`src/rtl/alu_control_sequencer.sv`:
```
// alu_control_sequencer: Moore T-state sequencer driving datapath strobes for fetch and ALU/mul/div execute
module alu_control_sequencer #(
   parameter logic [4:0] OP_NOP = 5'b01101,
   parameter int CNT_W = 16
) (
   input  logic             clock,
   input  logic             clear,
   input  logic             run,
   input  logic [31:0]      ir,
   output logic             PCout,
   output logic             MARin,
   output logic             IncPC,
   output logic             Zin,
   output logic             PCin,
   output logic             Read,
   output logic             MDRin,
   output logic             MDRout,
   output logic             IRin,
   output logic             Yin,
   output logic             Zlowout,
   output logic             Zhighout,
   output logic             LOin,
   output logic             HIin,
   output logic [15:0]      Rin,
   output logic [15:0]      Rout,
   output logic [4:0]       opcode,
   output logic             done,
   output logic             illegal,
   output logic [CNT_W-1:0] instr_count
);
   typedef enum logic [2:0] {S_IDLE, S_T0, S_T1, S_T2, S_T3, S_T4, S_T5, S_T6} state_t;
   state_t           r_state, w_next, w_after;
   logic [CNT_W-1:0] r_cnt;
   logic             r_ill;
   logic [4:0]       w_op;
   logic [3:0]       w_ra, w_rb, w_rc;
   logic             w_un, w_alu, w_md, w_ill, w_unused;
   assign w_op = ir[31:27];
   assign w_ra = ir[26:23];
   assign w_rb = ir[22:19];
   assign w_rc = ir[18:15];
   assign w_unused = ^ir[14:0];
   assign w_un = (w_op == 5'b10001) || (w_op == 5'b10010);
   assign w_alu = w_un || ((w_op >= 5'b00011) && (w_op <= 5'b01011));
   assign w_md = (w_op == 5'b01111) || (w_op == 5'b10000);
   assign w_ill = !w_alu && !w_md && (w_op != 5'b01101);
   assign w_after = run ? S_T0 : S_IDLE;
   assign instr_count = r_cnt;
   assign illegal = r_ill;
   always_comb begin
      {PCout, MARin, IncPC, Zin, PCin, Read, MDRin, MDRout, IRin, Yin} = '0;
      {Zlowout, Zhighout, LOin, HIin, done} = '0;
      Rin = '0;
      Rout = '0;
      opcode = OP_NOP;
      w_next = r_state;
      case (r_state)
         S_IDLE: w_next = run ? S_T0 : S_IDLE;
         S_T0: begin
            {PCout, MARin, IncPC, Zin} = '1;
            w_next = S_T1;
         end
         S_T1: begin
            {Zlowout, PCin, Read, MDRin} = '1;
            w_next = S_T2;
         end
         S_T2: begin
            {MDRout, IRin} = '1;
            w_next = S_T3;
         end
         S_T3: begin
            // nop and illegal codes retire here without touching the datapath
            if (w_alu || w_md) begin
               Rout = 16'd1 << (w_md ? w_ra : w_rb);
               Yin = 1'b1;
               w_next = S_T4;
            end else begin
               done = 1'b1;
               w_next = w_after;
            end
         end
         S_T4: begin
            Rout = 16'd1 << ((w_md || w_un) ? w_rb : w_rc);
            Zin = 1'b1;
            opcode = w_op;
            w_next = S_T5;
         end
         S_T5: begin
            Zlowout = 1'b1;
            if (w_md) begin
               LOin = 1'b1;
               w_next = S_T6;
            end else begin
               Rin = 16'd1 << w_ra;
               done = 1'b1;
               w_next = w_after;
            end
         end
         S_T6: begin
            {Zhighout, HIin, done} = '1;
            w_next = w_after;
         end
         default: w_next = S_IDLE;
      endcase
   end
   always_ff @(posedge clock or negedge clear) begin
      if (!clear) begin
         r_state <= S_IDLE;
         r_cnt <= '0;
         r_ill <= 1'b0;
      end else begin
         r_state <= w_next;
         if (done) r_cnt <= r_cnt + CNT_W'(1);
         if (r_state == S_T3 && w_ill) r_ill <= 1'b1;
      end
   end
endmodule

```
`config.mk`:
```
export PLATFORM = sky130hd
export DESIGN_NAME = alu_control_sequencer
export DESIGN_NICKNAME = d
export VERILOG_FILES = /design/src/rtl/alu_control_sequencer.sv
export SDC_FILE = /design/constraint.sdc
export NUM_CORES = 1
export LEC_CHECK = 0
export CAP_MARGIN = 20
export CORE_ASPECT_RATIO = 1.75
export CORE_MARGIN = 5
export CORE_UTILIZATION = 41
export DETAILED_ROUTE_END_ITERATION = 7
export GPL_TIMING_DRIVEN = 0
export PLACE_DENSITY = 0.83
export SYNTH_ARGS = -nofsm -noshare
export SYNTH_HDL_FRONTEND = slang
export SYNTH_SLANG_ARGS = --single-unit
```
`constraint.sdc`:
```
create_clock -name clock -period 2.9 [get_ports clock]
set_input_delay 0.725 -clock clock [delete_from_list [all_inputs] [get_ports clock]]
set_output_delay 0.725 -clock clock [all_outputs]
set_load 0.05 [all_outputs]
```
==> reports/qor.txt <==
Yosys top cell area share - 0.243
Cells after Synth - 273
Ports - 104
Fmax - 328 MHz
Prevailing post-synth register cell - dfrtp_1
Post-synth net total - 309
Overflow after GRT - 0
Switching Fraction - 0.550
Final hold slack - 0.468 ns
PnR worst setup slack - -0.148 ns
Switching power - 1.13 mW
# nets final - 415
Syn-to-layout area delta - 64.2%
Post-route ant nets - 0
Syn_area_per_cell - 7.53 µm²
Hold Fails Final Rpt - 0
Cell taking the most area after synthesis - dfrtp_1
Die Y - 104 µm
Reg power frac - 0.191
Pins Over Slew Limit - 0
Crit. End Element - primary output
YS warnings - 0
Initial Utilization - 0.417
Vias in the first global route - 2,730
Vias per inst - 6.12
P_leak - 1.36 nW
Antenna violations before repair - 0
RSZ-0062 raised after global routing - yes
Final setup viols - 25
Layout cells sized above 1 - 0.365
Total number of vias - 2,644
Arrival @ worst endpoint - 2.32 ns
Avg WL per Cell - 19.8 µm
Final Cycle Share - 1.05
First-pass GRT wire length - 13.8 mm
Die width - 63.5 µm
Worst-path fanout max - 5
Largest net degree at the start of global routing - 21
H-tree depth - 1
Root buf cell - clkbuf_8
WP data required - 2.17 ns
Total GRT Usage - 0.254
N_diodes - 0
Pwr dens - 610 nW/µm²
# rows - 34
CTS Sinks - 20
Hold_buf cts - 0
Clock skew - 0.00214 ns
Met2 Use GR - 0.486
Max clock buf depth - 2
Min cycle time layout - 3.05 ns
Status - finished, violations left
Clk_lat worst skew - 0.26 ns
Residual DRC - 0
Worst Hold Class - reg2reg
Max-slew headroom - 0.399
Worst-Margin Slew - 0.899 ns
CP Class - in2out
Maxcap violations - 0
Design Power - 2.06 mW
Combinational Power Share - 0.707
Busiest layer in global routing - met2
TNS Setup - -1.23 ns
Violated checks - setup timing
CTS buffer count - 3
Worst-path clk slew - 0.07 ns
Clock power share - 0.102
DP Wirelength - 6.29 mm
Top cells by area, synth - dfrtp_1, nor2_1, o211ai_1
Number of synthesized register bits - 20
Global-route track usage on met3 - 0.0271
Int Power - 927 µW
Commonest non-fill, non-tap cell in the layout - clkdlybuf4s50_1
Total Die Area - 6590 µm²
Synth unique cells - 52
Mapped cell area - 2060 µm²
CTS tree - yes
# port buffers - 87
GR Layer Usage met1 - 0.264
Most frequent cells in the layout - clkdlybuf4s50_1, buf_4, dfrtp_1
Detailed Route WL - 8.56 mm
Sequential fraction of the synthesis area - 0.243
Drt first-iter violations - 169
First-pass iteration count of the detailed router - 5
RD Place Congestion - 0.938
Worst vdd ir - 0.621 mV
Post-synth EDFFs - 0
Floorplan core area - 4930 µm²
Asr flop ratio synth - 1.00
Critical Path Source Type - input port
[worst max-delay path, cell delays in order]
cell       delay [ns]
buf_8            0.10
nand3b_1         0.29
a2bb2oi_4        0.24
buf_4            0.15
nor4_2           0.31
a41oi_2          0.09
o211ai_1         0.17
buf_4            0.25
[per-layer routing]
metal / share of wire / vias up / routed length (µm)
li1: - / 1235 / -
met1: 0.36 / 1282 / 3070
met2: 0.56 / 105 / 4810
met3: 0.046 / 22 / 396
met4: 0.033 / 0 / 285
met5: 0 / - / 0
[registers in the layout, summed over array words and instances, names as in the netlist]
| signal | flops |
|---|---|
| r_state | 3 |
| instr_count | 16 |
| illegal | 1 |
[worst paths after layout]
path	start	cells past startpoint	slack, ns	end
worst max register to register	instr_count[2]	5	0.86	instr_count[14]
worst min register to register	illegal	1	0.47	illegal
worst min-delay path	illegal	1	0.47	illegal
worst max-delay path	ir[31]	8	-0.15	Rout[13]
max in group asynchronous	clear	1	1.38	illegal
min in group asynchronous	clear	1	0.97	instr_count[9]
[synthesized netlist by cell type, types with 5 or more instances]
library cell  count
nor4_1            5
a31oi_1          12
dfrtp_1          20
nor3_1           19
o2111ai_1         5
xnor2_1          11
nand3_1           9
nor2_1           28
nor2b_1           7
nand2b_1         11
o221ai_1          5
buf_4             6
nand2_1          15
and2_1            8
o211ai_1         14
clkbuf_1         13
nand4_1          13
and3_1            7
[per-stage QoR]
step | instances | setup slack (ns) | instance area [µm²] | util
floorplan | 273 | -0.276 | 2160 | -
CTS | 431 | -0.140 | 3290 | 0.667
global placement | 414 | -1.37 | 3100 | 0.628
finish | 432 | -0.148 | 3370 | 0.684
detailed placement | 414 | -1.34 | 3100 | 0.628
global route | 432 | -0.203 | 3370 | 0.684
[cell families after synthesis]
| kind of cell | share of synthesized area |
|---|---|
| xor+xnor | 0.0639 |
| mux | 0.00548 |
| flops | 0.243 |
| simple gates | 0.358 |
| compound gates | 0.243 |
| buf+inv | 0.0791 |
| fa+ha+maj | 0.00609 |
[power groups by stage]
stage / logic [mW] / registers [mW] / clock network (mW)
3_5_place_dp: 1.38 / 0.398 / 0
2_1_floorplan: 0.824 / 0.510 / 0
6_report: 1.46 / 0.394 / 0.210
3_3_place_gp: 1.37 / 0.397 / 0
4_1_cts: 1.43 / 0.394 / 0.215
5_1_grt: 1.54 / 0.405 / 0.231
[layout make-up]
| cell class | count | area (µm²) |
|---|---|---|
| buffer | 25 | 181 |
| clock buffer | 4 | 55.1 |
| fill | 426 | 1560 |
| inverter | 3 | 11.3 |
| multi-input combinational | 221 | 1640 |
| sequential | 20 | 500 |
| tap | 54 | 67.6 |
| timing repair buffer | 105 | 922 |
[timing repair]
action / CTS / global route
gates cloned: 1 / 0
endpoints found under the hold margin: 0 / 0
resized for setup: 268 / 31
pin swaps: 20 / 12
setup buffers: 16 / 1
endpoints found under the setup margin: 48 / 45
No activity file was read; power rests on OpenSTA's default activity.
